### src/rtl/imem_arbiter.sv
// Instruction-memory arbiter and boot sequencer: shares a single-port RAM between the CPU
// fetch port and the boot loader, with starvation guard and zero-fill for out-of-range reads.
module imem_arbiter #(
  parameter int unsigned ADDR_WIDTH   = 6,
  parameter int unsigned STARVE_LIMIT = 4
) (
  input  logic                  clk,
  input  logic                  rst_n,
  input  logic                  f_req,
  input  logic [31:0]           f_addr,
  output logic                  f_gnt,
  output logic                  f_rvalid,
  output logic [31:0]           f_rdata,
  input  logic                  l_req,
  input  logic                  l_we,
  input  logic [31:0]           l_addr,
  input  logic [31:0]           l_wdata,
  input  logic                  l_boot_done,
  output logic                  l_gnt,
  output logic                  l_rvalid,
  output logic [31:0]           l_rdata,
  output logic                  mem_en,
  output logic                  mem_we,
  output logic [ADDR_WIDTH-1:0] mem_addr,
  output logic [31:0]           mem_wdata,
  input  logic [31:0]           mem_rdata
);

  localparam int unsigned   CntW   = $clog2(STARVE_LIMIT + 1);
  localparam logic [CntW-1:0] CntMax = CntW'(STARVE_LIMIT);

  typedef enum logic {StBoot, StRun} state_e;

  state_e          state_q, state_d;
  logic [CntW-1:0] starve_q, starve_d;
  logic            rsp_valid_q, rsp_valid_d;
  logic            rsp_loader_q, rsp_loader_d;
  logic            rsp_oor_q, rsp_oor_d;

  logic [31:0]     acc_addr;
  logic            acc_oor;
  logic [31:0]     rsp_data;

  // Grants are combinational; everything is forced off while reset is held.
  always_comb begin
    f_gnt = 1'b0;
    l_gnt = 1'b0;
    if (rst_n) begin
      if (state_q == StBoot) begin
        l_gnt = l_req;
      end else if (f_req && l_req) begin
        if (starve_q == CntMax) f_gnt = 1'b1;
        else                    l_gnt = 1'b1;
      end else begin
        f_gnt = f_req;
        l_gnt = l_req;
      end
    end
  end

  always_comb begin
    acc_addr  = l_gnt ? l_addr : f_addr;
    acc_oor   = |acc_addr[31:ADDR_WIDTH];
    mem_en    = (f_gnt | l_gnt) & ~acc_oor;
    mem_we    = mem_en & l_gnt & l_we;
    mem_addr  = mem_en ? acc_addr[ADDR_WIDTH-1:0] : '0;
    mem_wdata = mem_en ? l_wdata : '0;
  end

  always_comb begin
    state_d = state_q;
    if (state_q == StBoot && l_boot_done) state_d = StRun;

    starve_d = '0;
    if (state_q == StRun && f_req && !f_gnt) begin
      starve_d = (starve_q == CntMax) ? CntMax : starve_q + CntW'(1);
    end

    rsp_valid_d  = f_gnt | (l_gnt & ~l_we);
    rsp_loader_d = l_gnt;
    rsp_oor_d    = acc_oor;
  end

  always_ff @(posedge clk or negedge rst_n) begin
    if (!rst_n) begin
      state_q      <= StBoot;
      starve_q     <= '0;
      rsp_valid_q  <= 1'b0;
      rsp_loader_q <= 1'b0;
      rsp_oor_q    <= 1'b0;
    end else begin
      state_q      <= state_d;
      starve_q     <= starve_d;
      rsp_valid_q  <= rsp_valid_d;
      rsp_loader_q <= rsp_loader_d;
      rsp_oor_q    <= rsp_oor_d;
    end
  end

  // Out-of-range reads never touched the RAM, so their data is zero-filled here.
  always_comb begin
    rsp_data = rsp_oor_q ? '0 : mem_rdata;
    f_rvalid = rst_n & rsp_valid_q & ~rsp_loader_q;
    l_rvalid = rst_n & rsp_valid_q & rsp_loader_q;
    f_rdata  = f_rvalid ? rsp_data : '0;
    l_rdata  = l_rvalid ? rsp_data : '0;
  end

endmodule

### config.mk
export PLATFORM = sky130hd
export DESIGN_NAME = imem_arbiter
export DESIGN_NICKNAME = d
export VERILOG_FILES = /design/src/rtl/imem_arbiter.sv
export SDC_FILE = /design/constraint.sdc
export NUM_CORES = 1
export LEC_CHECK = 0
export BUFFER_PORTS_ARGS = -buffer_cell sky130_fd_sc_hd__buf_2
export CAP_MARGIN = 5
export CORE_MARGIN = 8
export CORE_UTILIZATION = 25
export CTS_CLUSTER_SIZE = 10
export DETAILED_ROUTE_END_ITERATION = 10
export PLACE_DENSITY_LB_ADDON = 0.15
export SYNTH_ARGS = -nofsm -noshare
export SYNTH_HDL_FRONTEND = slang
export SYNTH_SLANG_ARGS = --single-unit
### constraint.sdc
create_clock -name clk -period 2.08 [get_ports clk]
set_input_delay 0.312 -clock clk [delete_from_list [all_inputs] [get_ports clk]]
set_output_delay 0.312 -clock clk [all_outputs]
set_load 0.005 [all_outputs]
==> impl_metrics.toml, run 1 <==
[outcome]
status = "finished, violations left"
violations = "setup timing"

[detailed_routing]
vias = 2428
drt-total-wl_um = 8870
initialDrtViolationCount = 42
dr.pass1.iters = 4
wl_per_cell_um = 16.3
ant_nets = 0
vias_per_cell = 4.47
drc = 0

[timing]
finalWorstSetupSlack_ps = -277
fin_crit_sh_pct = 113
rsz0062_at_grt = "yes"
worstMarginPinSlew_ps = 713
max_slew_margin_pct = 52.4
whs_ps = 18.5
clock-skew-final_ps = 1.57
finalHoldViolations = 0
timing.setup.tns_ps = -10480
setup-violations-final = 40
fmax_mhz = 424
final.min_clock_period_ps = 2360
finalMaxSlewViolations = 0

[finish]
layout_common_cells = "buf_2, nor2_1, nand2b_1, nor3b_2, buf_4"
drive_above_1_share_pct = 69.7
final_common_cell = "buf_2"
area_growth_pct = 108
finalNetCount = 603
n_antenna_cell = 0
instances_no_fill = 543
fill_cells = 594

[yosys]
synth_edf_count = 0
synth_xor_xnor_area_share_pct = 0
yosys.area.top_type = "nor3b_2"
netlist_instances = 210
synth-simple-area-share_pct = 70.4
syn-num-nets = 346
muxShareOfSynthArea_pct = 4.65
ys_seq_area_share_pct = 11.0
synthAdderAreaFrac_pct = 1.58
yosysWarnings = 0
avgSynthCellArea_sq_um = 7.55
synth-compound-area-share_pct = 3.63
yosys-top-cells-area = "nor3b_2, nor2_1, nand2b_1"
ys_ff_latch = 7
synth_cell_types = 33
synth_top_area_share_pct = 25.2
synth-main-ff-cell = "dfrtp_1"
synth_top_family_by_area = "simple AND/OR/NAND/NOR gates"
synthArstFlopShare_pct = 100
syn_area_sq_mm = 0.00159

[floorplanning]
num_rows = 29
die_h_um = 95.7
top_level_ports = 242
coreArea_sq_mm = 0.00624
die_area_sq_mm = 0.00915
die_x_um = 95.7
start_util_pct = 25.4

[critical_path]
worst_setup_path_end_kind = "output pin"
path_buf_inv = 6
critPathLaunchType = "flip-flop"
crit_slowest_cell = "dfrtp_1"
cp_max_fo = 6
crit_top_cell = "inv_2"
r2r_slack_ps = 290
worstPathRequired_ps = 1770
cp.arrival_ps = 2040
crit_type = "reg -> out"
critPathMaxStageDelay_ps = 380
path_cells = "inv_2 > ha_4 > nand2_4 > o211ai_1 > buf_4 > inv_2 > a22oi_2 > buf_6 > clkbuf_16 > nor3_2 > buf_2"
critPathTopFamily = "buffers and inverters"

[clocking]
clockBufferDepth = 2
cts_tree = "done"
insertion_delay_ps = 230
clock_sinks = 7
numCtsBuffers = 3
clk_pin_slew_ps = 40
htreeDepth = 1
cts_root_buf = "clkbuf_8"

[place]
port-buffer-count = 241
placedCellCount = 526
place_ws_ps = -147
place_congestion = 0.811
hpwlAfterDp_um = 7210

[power_and_ir_drop]
power_leakage_nw = 1.79
ir_drop_mv = 0.201
p_sw_w = 0.000143
p_per_area_mw_per_mm2 = 170
p_clk_share_pct = 34.1
seq_power_share_pct = 26.2
power.internal_w = 0.000417
switching_share_pct = 25.5
power.share.combinational_pct = 39.7
power_w = 0.000559

[global_routing]
grt_pass1_wl_um = 12200
antenna_found_initial = 1
gr-total-overflow = 0
grt_max_degree = 34
grt_pass1_vias = 2461
track_usage_pct = 16.8

[worst_hold_path]
min_path_type = "in -> async"

[run]
drv_cap = 0
metal layers:
layer / share of wire (%) / vias to the layer above / GRT usage, %
met5: 0.15 / - / 0
met4: 1.2 / 2 / 4.87
met3: 11 / 10 / 4.80
met2: 51 / 146 / 31.3
met1: 36 / 1052 / 17.7
li1: - / 1218 / -
area by class of cell:
class / instances / area [sq um] / share of cell area (%)
Clock buffer: 4 / 45.0 / 1.37
Timing Repair Buffer: 270 / 1620 / 49.1
Multi-Input combinational cell: 179 / 1340 / 40.6
Inverter: 6 / 22.5 / 0.683
Sequential cell: 7 / 175 / 5.31
Tap cell: 77 / 96.3 / 2.92
power groups by stage:
stage                     clock, W  sequential (W)  combinational [W]
after floorplan                  0        0.000147          0.0000577
after global placement           0        0.000147           0.000201
after detailed placement         0        0.000147           0.000205
after CTS                 0.000196        0.000146           0.000220
after global routing      0.000205        0.000147           0.000245
final                     0.000191        0.000146           0.000222
cells by family after synthesis:
group	count (synthesis)
DFF	7
buffers and inverters	24
muxes	7
AOI/OAI and AO/OA	7
adders and majority gates	2
and+or+nand+nor	163
synth_stat cells (2+ instances only):
| cell type | number |
|---|---|
| ha_1 | 2 |
| dfrtp_1 | 7 |
| or4_4 | 2 |
| nor3b_2 | 32 |
| nor4_4 | 2 |
| nor2_1 | 65 |
| nand3b_1 | 2 |
| nand2b_1 | 32 |
| buf_6 | 5 |
| or4_1 | 2 |
| mux2i_1 | 6 |
| nor4_1 | 8 |
| buf_4 | 2 |
| clkbuf_1 | 9 |
| nor3_2 | 6 |
| inv_1 | 5 |
| and4_1 | 2 |
| nand2_1 | 5 |
| buf_2 | 2 |
sequential cells by signal (all words and copies together) (netlist names):
name          flops
rsp_loader_q      1
starve_q          3
rsp_oor_q         1
rsp_valid_q       1
state_q           1
worst paths after layout:
path	cells past startpoint	startpoint	endpoint
setup / recovery	11	starve_q[1]$_DFF_PN0_	mem_addr[5]
hold / removal	2	rst_n	rsp_loader_q$_DFF_PN0_
setup reg to reg	9	starve_q[1]$_DFF_PN0_	rsp_oor_q$_DFF_PN0_
hold reg to reg	1	state_q$_DFFE_PN0P_	state_q$_DFFE_PN0P_
max in group asynchronous	2	rst_n	starve_q[0]$_DFF_PN0_
min in group clk	2	l_boot_done	state_q$_DFFE_PN0P_
worst register-to-register path, delay by kind of cell (launching register included):
kind	cells	cell delay (ps)
buffers and inverters	4	570
DFF	1	380
AOI/OAI and AO/OA	2	290
muxes	1	290
adders and majority gates	1	150
and+or+nand+nor	1	60
metrics by stage:
step | cell area, sq um | util, %
after CTS | 3240 | 51.9
after global routing | 3300 | 52.8
after floorplan | 1590 | -
after global placement | 2930 | 46.9
final | 3300 | 52.8
after detailed placement | 2930 | 46.9
timing repair:
item / 4_1_cts / 5_1_grt
resized for setup: 18 / 9
pin swaps: 3 / 6
buffers inserted: 6 / 0
gates cloned: 5 / 2
hold endpoints to repair: 4 / 0
hold buffers: 1 / 0
endpoints found under the setup margin: 40 / 40
Power figures use the tool's default switching activity.
==> run 2, diff against run 1 <==
ABC_AREA = 1   (was not set)
==> run 2 against run 1 <==
  * The run still ends with setup timing left
  * Clock skew up 0.68 ps
  * Flip-flop and latch count stayed put
  * Critical path depth rose by 3
  * Sequential power is 5% higher
  * Non-clock buffer count down 2
  * Register-to-register slack improved by 280 ps
  * Utilization grew 3.6 points
  * Critical endpoint is now mem_wdata[14]
  * Final cell count increased by 17%
  * Synthesized cell count up 47%
  * First-iteration DRC count shrank 4.8%
==> impl_metrics.toml, run 2 <==
[timing]
fin_crit_sh_pct = 109
finalHoldViolations = 0
whs_ps = 48.2
finalWorstSetupSlack_ps = -177
timing.setup.tns_ps = -5670
max_slew_margin_pct = 74.9
setup-violations-final = 39
rsz0062_at_grt = "yes"
finalMaxSlewViolations = 0
fmax_mhz = 443
clock-skew-final_ps = 2.24
worstMarginPinSlew_ps = 377
final.min_clock_period_ps = 2260

[critical_path]
crit_type = "reg -> out"
worst_setup_path_end_kind = "output pin"
cp_max_fo = 9
cp.arrival_ps = 1950
worstPathRequired_ps = 1770
critPathLaunchType = "flip-flop"

[clocking]
numCtsBuffers = 3
cts_root_buf = "clkbuf_8"
clockBufferDepth = 2
ctsHoldBuffers = 0
clock_sinks = 7
htreeDepth = 1
insertion_delay_ps = 220
cts_tree = "done"
clk_pin_slew_ps = 40

[detailed_routing]
drt-total-wl_um = 8980
wl_per_cell_um = 14.1
vias = 2718
initialDrtViolationCount = 40
dr.pass1.iters = 4
vias_per_cell = 4.27
drc = 0
ant_nets = 0

[finish]
final_common_cell = "buf_2"
drive_above_1_share_pct = 58.4
design_area_sq_mm = 0.00334
finalNetCount = 699
fill_cells = 601
regMostFlops = "starve_q"
largest_reg_flops = 3
regArea_sq_um = 176
multiInputGateArea_sq_mm = 0.00109
n_antenna_cell = 0
instances_no_fill = 637
layout_common_cells = "buf_2, inv_1, nor3_1, nand2_1, nor2_1"
area_growth_pct = 117

[global_routing]
grt_pass1_wl_um = 13200
antenna_found_initial = 0
grt_pass1_vias = 2786
grt_max_degree = 33
gr-total-overflow = 0
track_usage_pct = 18.0

[place]
hpwlAfterDp_um = 7480
postPlaceCellArea_sq_mm = 0.00284
place_congestion = 0.849
placedCellCount = 615
port-buffer-count = 241

[outcome]
violations = "setup timing"
status = "finished, violations left"

[floorplanning]
num_rows = 28
top_level_ports = 242
start_util_pct = 26.0
die_h_um = 94.5
coreArea_sq_mm = 0.00592
die_area_sq_mm = 0.00892
die_x_um = 94.5

[yosys]
synth_top_area_share_pct = 21.8
yosys-top-cells-count = "inv_1, nor3_1, nor2_1"
synth-main-ff-cell = "dfrtp_1"
synthArstFlopShare_pct = 100
yosys.area.top_type = "nor3_1"
avgSynthCellArea_sq_um = 5.00
syn_area_sq_mm = 0.00154
ys_seq_area_share_pct = 11.4
yosysWarnings = 0
post-synth-top-count-cell = "inv_1"
netlist_instances = 308
ys_ff_latch = 7
syn-num-nets = 444
yosys-top-cells-area = "nor3_1, inv_1, nor2_1"
synth_edf_count = 0
synth_cell_types = 21

[power_and_ir_drop]
power_w = 0.000648
power_leakage_nw = 2.19
ir_drop_mv = 0.140
p_per_area_mw_per_mm2 = 194

[worst_hold_path]
min_path_type = "in -> async"

[run]
drv_cap = 0
==> run 2: kinds of logic after synthesis <==
logic type | Yosys count | share of synthesized area, %
XOR/XNOR | 1 | 0.569
AND/OR/NAND/NOR | 188 | 57.5
buffers and inverters | 107 | 28.0
flip-flops | 7 | 11.4
AO/OA/AOI/OAI | 3 | 0.975
adder cells (fa/ha/maj) | 2 | 1.63
==> run 2: timing repair <==
action                                  CTS  global route
buffers inserted                         12             5
endpoints found under the setup margin   39            40
gates resized for setup                  23            45
gates cloned                              4             1
pin swaps                                 6             6
==> run 2: worst paths after layout <==
kind / start / to / slack, ps / cells after the start
setup / recovery: starve_q[0]$_DFF_PN0_ / mem_wdata[14] / -180 / 14
hold / removal: rst_n / rsp_oor_q$_DFF_PN0_ / 50 / 2
setup reg to reg: starve_q[0]$_DFF_PN0_ / rsp_oor_q$_DFF_PN0_ / 570 / 12
hold reg to reg: state_q$_DFFE_PN0P_ / state_q$_DFFE_PN0P_ / 470 / 1
max in group asynchronous: rst_n / rsp_oor_q$_DFF_PN0_ / 1900 / 2
min in group clk: l_boot_done / state_q$_DFFE_PN0P_ / 280 / 2
==> run 2: cell type report <==
| class | instances | area share [%] |
|---|---|---|
| Sequential cell | 7 | 5.28 |
| Tap cell | 75 | 2.81 |
| Multi-Input combinational cell | 194 | 32.8 |
| Timing Repair Buffer | 268 | 47.5 |
| Clock buffer | 4 | 1.35 |
| Inverter | 89 | 10.2 |
==> run 2: worst max-delay path, stage by stage, from the launching register on <==
cell,delay [ps]
dfrtp_1,360
inv_2,60
ha_4,160
nand2_4,70
inv_4,40
nand2_4,60
nand3_4,100
inv_2,90
nor2_2,40
nor2_2,110
nand3_2,110
buf_6,160
buf_16,150
nor2_2,90
buf_2,120
==> run 2: report_power, final <==
| part | internal (W) | switching [W] | total, W |
|---|---|---|---|
| logic | 0.000160 | 0.000148 | 0.000307 |
| registers | 0.000146 | 0.00000699 | 0.000153 |
| clock network | 0.000132 | 0.0000549 | 0.000187 |
==> run 2: metrics by stage <==
step	util, %	setup WS [ps]
CTS	53.0	-158
floorplan	-	169
global placement	47.9	94.0
finish	56.4	-177
global route	56.4	-325
detailed placement	47.9	28.9
==> run 2: metal layers <==
metal	global-route usage (%)	share of wire, %	vias up
li1	-	-	1411
met1	16.7	32	1139
met2	34.8	53	152
met3	6.75	13	16
met4	6.37	2.5	0
met5	0	0	-
==> run 3, diff against run 2 <==
SETUP_SLACK_MARGIN = 0.1   (was not set)
==> run 3 against run 2 <==
  * The run still ends with setup timing left
  * Wire length shrank 0.68%
  * Critical path depth stayed put
  * Clock-buffer cell count did not move
  * Utilization decreased by 0.36 points
  * Worst hold slack gained 5.8 ps
  * Worst setup slack got worse by 1.0 ps
  * Die area did not move
  * Global-route usage shrank 0.11 points
  * Highest routed layer unchanged
==> impl_metrics.toml, run 3 (synthesized netlist as in run 2, its figures left out) <==
[outcome]
status = "finished, violations left"
violations = "setup timing"

[power_and_ir_drop]
switching_share_pct = 31.8
p_clk_share_pct = 28.9
power_leakage_nw = 2.18
p_sw_w = 0.000204
seq_power_share_pct = 23.9
power.internal_w = 0.000437
p_per_area_mw_per_mm2 = 193
ir_drop_mv = 0.139
power.share.combinational_pct = 47.2

[critical_path]
crit_type = "reg -> out"
cp.arrival_ps = 1950
worstPathRequired_ps = 1770
critPathLaunchType = "flip-flop"
r2r_slack_ps = 580
worst_setup_path_end_kind = "output pin"
rr_worst_depth = 12
cp_max_fo = 9
worstReg2RegStart = "starve_q[0]$_DFF_PN0_"
timing.rr.end = "rsp_oor_q$_DFF_PN0_"

[timing]
finalWorstSetupSlack_ps = -178
timing.setup.tns_ps = -5510
finalMaxSlewViolations = 0
whs_ps = 54.0
worstMarginPinSlew_ps = 377
finalHoldViolations = 0
fin_crit_sh_pct = 109
max_slew_margin_pct = 74.9
clock-skew-final_ps = 0.115
final.min_clock_period_ps = 2260
rsz0062_at_grt = "yes"
fmax_mhz = 443
setup-violations-final = 39

[detailed_routing]
vias = 2718
drt-total-wl_um = 8910
drc = 0
wl_per_cell_um = 14.0
dr.pass1.iters = 4
ant_nets = 0
vias_per_cell = 4.27
initialDrtViolationCount = 42

[place]
place_congestion = 0.849
port-buffer-count = 241
hpwlAfterDp_um = 7480
place_ws_ps = 28.9

[finish]
finalNetCount = 699
layout_common_cells = "buf_2, inv_1, nor3_1, nand2_1, nor2_1"
final_common_cell = "buf_2"
area_growth_pct = 116
drive_above_1_share_pct = 57.8
regMostFlops = "starve_q"
n_antenna_cell = 0
largest_reg_flops = 3

[run]
drv_cap = 0

[global_routing]
track_usage_pct = 17.9
grt_pass1_wl_um = 13100
gr-total-overflow = 0
grt_pass1_vias = 2764
grt_max_degree = 33
antenna_found_initial = 0

[floorplanning]
die_h_um = 94.5
die_area_sq_mm = 0.00892
coreArea_sq_mm = 0.00592
start_util_pct = 26.0
die_x_um = 94.5
num_rows = 28
top_level_ports = 242

[clocking]
ctsHoldBuffers = 0
cts_tree = "done"
clk_pin_slew_ps = 40
insertion_delay_ps = 220
htreeDepth = 1
clockBufferDepth = 2
clock_sinks = 7
numCtsBuffers = 3
cts_root_buf = "clkbuf_8"

[worst_hold_path]
min_path_type = "in -> async"
==> run 3: cell count changes in the layout (fill, tap and decap cells not counted) <==
cell and change:
nand2_2 +1, nor2_4 -1, a21oi_2 -1, nor2_1 +2, inv_4 -1, nor2_2 -1, nand2_4 -1, inv_2 +1
a21oi_1 +1
==> run 3: timing repair <==
action / in CTS / in global routing
pin swaps: 6 / 5
setup endpoints to repair: 40 / 40
resized for setup: 22 / 39
setup buffers: 12 / 5
cloned: 4 / 1
==> run 3: metal layers <==
metal,wire length (um),vias up,GRT usage [%]
li1,-,1410,-
met1,2840,1138,16.6
met2,4660,154,34.5
met3,1190,16,6.75
met5,0,-,0
met4,225,0,6.37
==> run 3: area by class of cell <==
cell class / instances / area, sq um
Timing Repair Buffer: 268 / 1590
Tap cell: 75 / 93.8
Sequential cell: 7 / 176
Fill cell: 599 / 2600
Clock buffer: 4 / 45.0
Inverter: 89 / 339
Multi-Input combinational cell: 194 / 1080
==> run 3: worst max-delay path, cell delays in order (launching register included) <==
cell and delay [ps]:
dfrtp_1 360, inv_2 60, ha_4 160, nand2_4 60, inv_2 40, nand2_2 70
nand3_4 110, inv_2 80, nor2_2 40, nor2_2 110, nand3_2 110, buf_6 160
buf_16 150, nor2_2 90, buf_2 120
==> run 3: worst max-delay path by stage <==
stage                                      from            end  slack, ps  cells after the start
final                     starve_q[0]$_DFF_PN0_  mem_wdata[14]       -180                     14
after CTS                 starve_q[0]$_DFF_PN0_  mem_wdata[25]       -160                     14
after detailed placement  starve_q[0]$_DFF_PN0_  mem_wdata[18]         30                     13
after global routing      starve_q[0]$_DFF_PN0_  mem_wdata[31]       -330                     14
after floorplan           starve_q[0]$_DFF_PN0_  mem_wdata[22]        170                     13
after global placement    starve_q[0]$_DFF_PN0_  mem_wdata[20]         90                     13
==> run 3: power by group through the flow <==
stage	sequential, W	combinational (W)	clock (W)
2_1_floorplan	0.000152	0.000110	0
3_3_place_gp	0.000152	0.000258	0
3_5_place_dp	0.000153	0.000261	0
4_1_cts	0.000151	0.000284	0.000190
5_1_grt	0.000154	0.000343	0.000206
6_report	0.000153	0.000303	0.000185
==> run 3: metrics by stage <==
stage	utilization (%)	instance area (sq um)	power (W)	instances
after floorplan	-	1540	0.000262	308
final	56.0	3320	0.000641	637
after CTS	52.8	3130	0.000625	633
after global routing	56.0	3320	0.000704	637
after detailed placement	47.9	2840	0.000413	615
after global placement	47.9	2840	0.000410	615
